File: src/rtl/hi_lo_unit_pkg.sv
`default_nettype none
// ============================================================================
//  Module   : hi_lo_unit_pkg
//  Purpose  : Shared encodings for the HI/LO multiply/divide unit: operation
//             codes, iteration count and FSM state encoding.
//  Revision : 1.0  initial release
// ============================================================================
package hi_lo_unit_pkg;

  localparam int DATA_W      = 32;
  localparam int ITER_CYCLES = 32;
  localparam int CNT_W       = 6;

  typedef enum logic [2:0] {
    OP_MULT  = 3'd0,
    OP_MULTU = 3'd1,
    OP_DIV   = 3'd2,
    OP_DIVU  = 3'd3,
    OP_MTHI  = 3'd4,
    OP_MTLO  = 3'd5,
    OP_RSV6  = 3'd6,
    OP_RSV7  = 3'd7
  } op_t;

  typedef enum logic [1:0] {
    ST_IDLE = 2'd0,
    ST_RUN  = 2'd1,
    ST_FIX  = 2'd2
  } state_t;

  // True for the four iterative operations that occupy the datapath.
  function automatic logic op_is_muldiv(input logic [2:0] op);
    return (op == OP_MULT) || (op == OP_MULTU) || (op == OP_DIV) || (op == OP_DIVU);
  endfunction

  function automatic logic op_is_div(input logic [2:0] op);
    return (op == OP_DIV) || (op == OP_DIVU);
  endfunction

  function automatic logic op_is_signed(input logic [2:0] op);
    return (op == OP_MULT) || (op == OP_DIV);
  endfunction

  // Magnitude of a value that may be two's complement; 0x80000000 maps to 2^31.
  function automatic logic [DATA_W-1:0] magnitude(input logic [DATA_W-1:0] v,
                                                  input logic             is_signed);
    return (is_signed && v[DATA_W-1]) ? (DATA_W'(0) - v) : v;
  endfunction

endpackage
`default_nettype wire

File: src/rtl/hi_lo_unit_mul_div_core.sv
`default_nettype none
// ============================================================================
//  Module   : mul_div_core
//  Purpose  : Iterative 32x32 multiply / 32/32 restoring divide datapath on
//             operand magnitudes, one step per enable, with sign fixup on the
//             combinational result outputs.
//  Revision : 1.0  initial release
// ============================================================================
module mul_div_core
  import hi_lo_unit_pkg::*;
(
  input  logic              clk,
  input  logic              rst,
  input  logic              load,
  input  logic              step,
  input  logic              is_div,
  input  logic              is_signed,
  input  logic [DATA_W-1:0] a,
  input  logic [DATA_W-1:0] b,
  output logic [DATA_W-1:0] res_hi,
  output logic [DATA_W-1:0] res_lo
);

  // Multiply: acc = {partial product, remaining multiplier bits}.
  // Divide:   acc = {partial remainder, dividend/quotient bits}.
  logic [2*DATA_W-1:0] acc;
  logic [2*DATA_W-1:0] acc_step;
  logic [DATA_W-1:0]   oper;       // multiplicand or divisor magnitude
  logic [DATA_W-1:0]   a_raw;      // original dividend for the divide-by-zero result
  logic                div_mode;
  logic                neg_lo;     // product / quotient must be negated
  logic                neg_hi;     // remainder must be negated
  logic                div_zero;

  logic [DATA_W:0]     add_sum;
  logic [DATA_W:0]     trial;
  logic [DATA_W-1:0]   mag_a;
  logic [DATA_W-1:0]   mag_b;
  logic [2*DATA_W-1:0] prod_neg;

  assign mag_a = magnitude(a, is_signed);
  assign mag_b = magnitude(b, is_signed);

  // One shift-add or restoring shift-subtract step.
  always_comb begin
    add_sum  = {1'b0, acc[2*DATA_W-1:DATA_W]} + (acc[0] ? {1'b0, oper} : {(DATA_W+1){1'b0}});
    trial    = acc[2*DATA_W-1:DATA_W-1] - {1'b0, oper};
    acc_step = acc;
    if (div_mode) begin
      if (!trial[DATA_W]) begin
        acc_step = {trial[DATA_W-1:0], acc[DATA_W-2:0], 1'b1};
      end else begin
        acc_step = {acc[2*DATA_W-2:0], 1'b0};
      end
    end else begin
      acc_step = {add_sum, acc[DATA_W-1:1]};
    end
  end

  // Operand capture on load, iteration on step.
  always_ff @(posedge clk) begin
    if (rst) begin
      acc      <= '0;
      oper     <= '0;
      a_raw    <= '0;
      div_mode <= 1'b0;
      neg_lo   <= 1'b0;
      neg_hi   <= 1'b0;
      div_zero <= 1'b0;
    end else if (load) begin
      div_mode <= is_div;
      neg_lo   <= is_signed & (a[DATA_W-1] ^ b[DATA_W-1]);
      neg_hi   <= is_signed & a[DATA_W-1];
      div_zero <= (b == '0);
      a_raw    <= a;
      if (is_div) begin
        acc  <= {{DATA_W{1'b0}}, mag_a};
        oper <= mag_b;
      end else begin
        acc  <= {{DATA_W{1'b0}}, mag_b};
        oper <= mag_a;
      end
    end else if (step) begin
      acc <= acc_step;
    end
  end

  // Sign correction and divide-by-zero substitution of the final result.
  always_comb begin
    prod_neg = (2*DATA_W)'(0) - acc;
    res_hi   = acc[2*DATA_W-1:DATA_W];
    res_lo   = acc[DATA_W-1:0];
    if (!div_mode) begin
      if (neg_lo) begin
        res_hi = prod_neg[2*DATA_W-1:DATA_W];
        res_lo = prod_neg[DATA_W-1:0];
      end
    end else if (div_zero) begin
      res_hi = a_raw;
      res_lo = {DATA_W{1'b1}};
    end else begin
      res_lo = neg_lo ? (DATA_W'(0) - acc[DATA_W-1:0]) : acc[DATA_W-1:0];
      res_hi = neg_hi ? (DATA_W'(0) - acc[2*DATA_W-1:DATA_W]) : acc[2*DATA_W-1:DATA_W];
    end
  end

endmodule
`default_nettype wire

File: src/rtl/hi_lo_unit.sv
`default_nettype none
// ============================================================================
//  Module   : hi_lo_unit
//  Purpose  : HI/LO register file with an iterative multiply/divide engine,
//             MTHI/MTLO writes, and pipeline stall generation.
//  Revision : 1.0  initial release
// ============================================================================
module hi_lo_unit
  import hi_lo_unit_pkg::*;
#(
  parameter int ITER_CYCLES = hi_lo_unit_pkg::ITER_CYCLES
) (
  input  logic              Clk,
  input  logic              Reset,
  input  logic              Start,
  input  logic [2:0]        Op,
  input  logic [DATA_W-1:0] OperandA,
  input  logic [DATA_W-1:0] OperandB,
  input  logic              ReadReq,
  output logic [DATA_W-1:0] ReadDataHi,
  output logic [DATA_W-1:0] ReadDataLo,
  output logic              Busy,
  output logic              Done,
  output logic              Stall
);

  localparam logic [CNT_W-1:0] LAST_STEP = CNT_W'(ITER_CYCLES - 1);

  state_t             state;
  state_t             state_next;
  logic [CNT_W-1:0]   count;
  logic [DATA_W-1:0]  hi;
  logic [DATA_W-1:0]  lo;
  logic               busy;
  logic               done;
  logic               load;
  logic               step;
  logic               idle_start;
  logic [DATA_W-1:0]  core_hi;
  logic [DATA_W-1:0]  core_lo;

  // Starts are only honoured from IDLE; in RUN/FIX they only raise Stall.
  assign idle_start = (state == ST_IDLE) && Start;

  mul_div_core u_core (
    .clk       (Clk),
    .rst       (Reset),
    .load      (load),
    .step      (step),
    .is_div    (op_is_div(Op)),
    .is_signed (op_is_signed(Op)),
    .a         (OperandA),
    .b         (OperandB),
    .res_hi    (core_hi),
    .res_lo    (core_lo)
  );

  // Next-state and datapath control.
  always_comb begin
    state_next = state;
    load       = 1'b0;
    step       = 1'b0;
    case (state)
      ST_IDLE: begin
        if (idle_start && op_is_muldiv(Op)) begin
          load       = 1'b1;
          state_next = ST_RUN;
        end
      end
      ST_RUN: begin
        step = 1'b1;
        if (count == LAST_STEP) begin
          state_next = ST_FIX;
        end
      end
      ST_FIX: begin
        state_next = ST_IDLE;
      end
      default: begin
        state_next = ST_IDLE;
      end
    endcase
  end

  // State, counter, status flags and HI/LO registers.
  always_ff @(posedge Clk) begin
    if (Reset) begin
      state <= ST_IDLE;
      count <= '0;
      hi    <= '0;
      lo    <= '0;
      busy  <= 1'b0;
      done  <= 1'b0;
    end else begin
      state <= state_next;
      busy  <= (state_next != ST_IDLE);
      done  <= (state == ST_FIX);
      if (load) begin
        count <= '0;
      end else if (step) begin
        count <= count + 1'b1;
      end
      if (state == ST_FIX) begin
        hi <= core_hi;
        lo <= core_lo;
      end else if (idle_start && (Op == OP_MTHI)) begin
        hi <= OperandA;
      end else if (idle_start && (Op == OP_MTLO)) begin
        lo <= OperandA;
      end
    end
  end

  assign ReadDataHi = hi;
  assign ReadDataLo = lo;
  assign Busy       = busy;
  assign Done       = done;
  assign Stall      = (ReadReq | Start) & busy;

endmodule
`default_nettype wire

File: config.mk
export PLATFORM = sky130hd
export DESIGN_NAME = hi_lo_unit
export DESIGN_NICKNAME = d
export VERILOG_FILES = /design/src/rtl/hi_lo_unit_pkg.sv /design/src/rtl/hi_lo_unit_mul_div_core.sv /design/src/rtl/hi_lo_unit.sv
export SDC_FILE = /design/constraint.sdc
export NUM_CORES = 1
export LEC_CHECK = 0
export CORE_UTILIZATION = 30
export DETAILED_ROUTE_END_ITERATION = 8
export PLACE_DENSITY = 0.47
export SLEW_MARGIN = 5
export SYNTH_ARGS = -nofsm -noshare
export SYNTH_HDL_FRONTEND = slang
export SYNTH_SLANG_ARGS = --single-unit
File: constraint.sdc
create_clock -name Clk -period 4.11 [get_ports Clk]
set_input_delay 1.233 -clock Clk [delete_from_list [all_inputs] [get_ports Clk]]
set_output_delay 1.233 -clock Clk [all_outputs]
set_load 0.02 [all_outputs]
==> flow_summary.json <==
{
  "avgSynthCellArea_sq_um": 7.15,
  "synth_compound_area_share_pct": 28.5,
  "cts_buffers": 26,
  "clkSinkCount": 206,
  "cts_setup_buffers": 0,
  "r2r_slack_ns": 0.29,
  "dp_cells": 3226,
  "yosysUniqueCellTypes": 92,
  "synthXorXnorAreaFrac_pct": 9.93,
  "relSlewSlack_pct": 14.1,
  "finalInstanceArea_sq_um": 20700,
  "grt_overflow": 0,
  "hpwl_microns": 58500,
  "port_buffers": 137,
  "postSynthCellCount": 2381,
  "syn_area_sq_um": 17000,
  "timing.hold.worst_endpoint": "u_core.a_raw[28]",
  "floorplan.die_area_sq_um": 57700,
  "r2r_start": "u_core.acc[32]",
  "p_comb_share_pct": 25.4,
  "hp-start": "u_core.a_raw[28]",
  "clk_latency_ns": 0.56,
  "avgRoutedWirePerCell_microns": 23.3,
  "critical_path_class": "reg -> reg",
  "holdBufCountCts": 0,
  "finalNonFillerCells": 3272,
  "clockBufferDepth": 3,
  "final_cell_mix": "368 x nand2_1, 262 x a21oi_1, 203 x dfxtp_1",
  "synth-simple-area-share_pct": 21.9,
  "synth_seq_cells": 206,
  "setup_viol": 0,
  "drc": 0,
  "root_buffer": "clkbuf_16",
  "nets": 2648,
  "synth-edff-count": 0,
  "syn_nets": 2523,
  "grt.total_usage_pct": 25.9,
  "fin_crit_ns": 3.82,
  "reg2reg_to": "u_core.acc[40]",
  "hold_path_class": "reg -> reg",
  "synth_top_family_by_area": "compound AO/OA/AOI/OAI gates",
  "switchingPower_w": 0.00205,
  "p_sw_share_pct": 33.1,
  "synth.area.mux_share_pct": 4.17,
  "grt_max_degree": 78,
  "die_h_microns": 240,
  "cts_tree": "yes",
  "cp_max_fo": 12,
  "skew_ns": 0.00955,
  "drive_gt1_share_pct": 9.87,
  "status": "finished clean",
  "synthAdderAreaFrac_pct": 5.30,
  "crit_path_start_kind": "flop",
  "internal_power_w": 0.00414,
  "place_area_sq_um": 19900,
  "fin_crit_sh_pct": 92.8,
  "synth.yosys.warnings": 0,
  "dr.pass1.iters": 5,
  "worst_ep_required_time_ns": 4.56,
  "clk_pin_slew_worst_paths_ns": 0.06,
  "finalHoldViolCount": 0,
  "vias_per_cell": 5.66,
  "syn_to_final_growth_pct": 21.8,
  "route.vias.total": 18510,
  "fmax_ghz": 0.262,
  "grt_pass1_vias": 17449,
  "core_region_area_sq_um": 55600,
  "num_rows": 86,
  "grt_setup_unrepaired": "no",
  "whs_path_depth": 2,
  "drv_slew": 0,
  "ff2ff_path_depth": 12,
  "gp_congestion": 0.927,
  "seq_power_share_pct": 35.2,
  "ctsResizeCount": 0,
  "worstPathArrival_ns": 4.27,
  "dr.first_iter.drc_count": 1596,
  "ant_nets": 0,
  "power-per-cell-area_nw_per_um2": 298,
  "start_util_pct": 30.6,
  "grt_first_pass_wirelength_microns": 112000,
  "clkPwrFrac_pct": 39.4,
  "routed_wl_microns": 76200,
  "seq_area_frac_synth_pct": 24.2,
  "die_x_microns": 240,
  "cts_max_level": 1,
  "tightest_slew_ns": 1.28,
  "p_leak_nw": 7.81,
  "maxCapViolCount": 0,
  "crit_path_end_kind": "flop",
  "ys.flop_type": "dfxtp_1",
  "ir_drop_mv": 0.275,
  "antenna_found_initial": 0,
  "synthArstFlopShare_pct": 0,
  "boundaryPins": 138,
  "final_common_cell": "nand2_1"
}
-- cell usage after synthesis, types with 14 or more instances --
cell type / number / area (sq um)
or4_1: 18 / 135
clkbuf_1: 168 / 631
a21oi_1: 262 / 1310
or3_1: 27 / 169
xnor2_1: 110 / 963
o41ai_1: 14 / 123
nand3_1: 42 / 210
o21ai_0: 140 / 701
nor3_1: 32 / 160
o211ai_1: 50 / 375
xor2_1: 83 / 727
a31oi_1: 37 / 231
a211oi_1: 14 / 105
inv_1: 71 / 267
ha_1: 69 / 863
nand2b_1: 21 / 131
o221ai_1: 37 / 324
dfxtp_1: 206 / 4120
a21o_1: 36 / 270
o31ai_1: 31 / 233
mux2i_1: 63 / 631
and3_1: 15 / 93.8
o32ai_1: 14 / 123
nand2_1: 368 / 1380
nor2_1: 201 / 754
and2_1: 14 / 87.6
nor4_1: 18 / 113
-- sequential cells by signal, summed over array words and instances, names as in the netlist, 2 cells and up --
register / count
count: 6
state: 2
ReadDataLo: 32
ReadDataHi: 32
u_core.a_raw: 32
u_core.acc: 64
u_core.oper: 32
-- worst max-delay path: stages (launching register included) --
cell and delay [ns]:
dfxtp_1 0.55, inv_1 0.13, fa_1 0.44, nand2b_1 0.19
a21oi_1 0.23, o21ai_0 0.32, a21bo_2 0.35, a31oi_1 0.41
o221a_2 0.31, buf_12 0.17, mux2i_1 0.25, mux2i_1 0.11
a22o_1 0.21
-- metrics by stage --
| stage | power [W] | hold WS [ns] | setup TNS [ns] | setup slack, ns | util [%] |
|---|---|---|---|---|---|
| 2_1_floorplan | 0.00311 | 0.431 | 0 | 0.456 | - |
| 3_3_place_gp | 0.00376 | 0.438 | -0.153 | -0.0714 | 35.7 |
| 3_5_place_dp | 0.00376 | 0.441 | -0.244 | -0.0810 | 35.7 |
| 4_1_cts | 0.00620 | 0.450 | 0 | 0.323 | 37.3 |
| 5_1_grt | 0.00642 | 0.465 | 0 | 0.115 | 37.3 |
| 6_report | 0.00619 | 0.448 | 0 | 0.294 | 37.3 |
-- cells by family (layout without fill, tap and decap cells) --
logic type,Yosys count,in the layout
buf+inv,264,406
other cells,0,1
fa+ha+maj,71,71
mux,70,70
flops,206,206
xor+xnor,193,193
simple gates,820,820
compound gates,757,757
-- final cells by class --
| class | count | area (sq um) |
|---|---|---|
| multi-input cells | 1911 | 11900 |
| diodes | 1 | 2.50 |
| well taps | 748 | 936 |
| clock buffers | 37 | 795 |
| flip-flops and latches | 206 | 4130 |
| clock inverters | 8 | 93.8 |
| fillers | 5945 | 34900 |
| inverters | 71 | 267 |
| repair buffers | 290 | 2590 |
-- worst max path at each step --
stage | end | start | slack, ns | cells past startpoint
after floorplan | u_core.oper[24] | OperandB[7] | 0.46 | 10
after global placement | u_core.oper[26] | OperandB[7] | -0.07 | 11
after detailed placement | u_core.oper[26] | OperandB[7] | -0.08 | 11
after CTS | u_core.acc[40] | u_core.acc[32] | 0.32 | 12
after global routing | u_core.acc[40] | u_core.acc[32] | 0.12 | 12
final | u_core.acc[40] | u_core.acc[32] | 0.29 | 12
-- power groups by stage --
stage	logic, W	clock network [W]	registers (W)
6_report	0.00157	0.00244	0.00218
5_1_grt	0.00169	0.00255	0.00219
4_1_cts	0.00155	0.00247	0.00217
3_5_place_dp	0.00154	0	0.00222
3_3_place_gp	0.00154	0	0.00222
2_1_floorplan	0.000928	0	0.00218
-- per-layer routing --
| metal | up-vias | global-route usage [%] | routed length [microns] |
|---|---|---|---|
| li1 | 8795 | - | - |
| met1 | 8933 | 36.5 | 35200 |
| met2 | 676 | 40.8 | 33900 |
| met5 | - | 0 | 0 |
| met3 | 106 | 3.27 | 4740 |
| met4 | 0 | 7.45 | 2370 |
(Power assumes the default switching activity.)
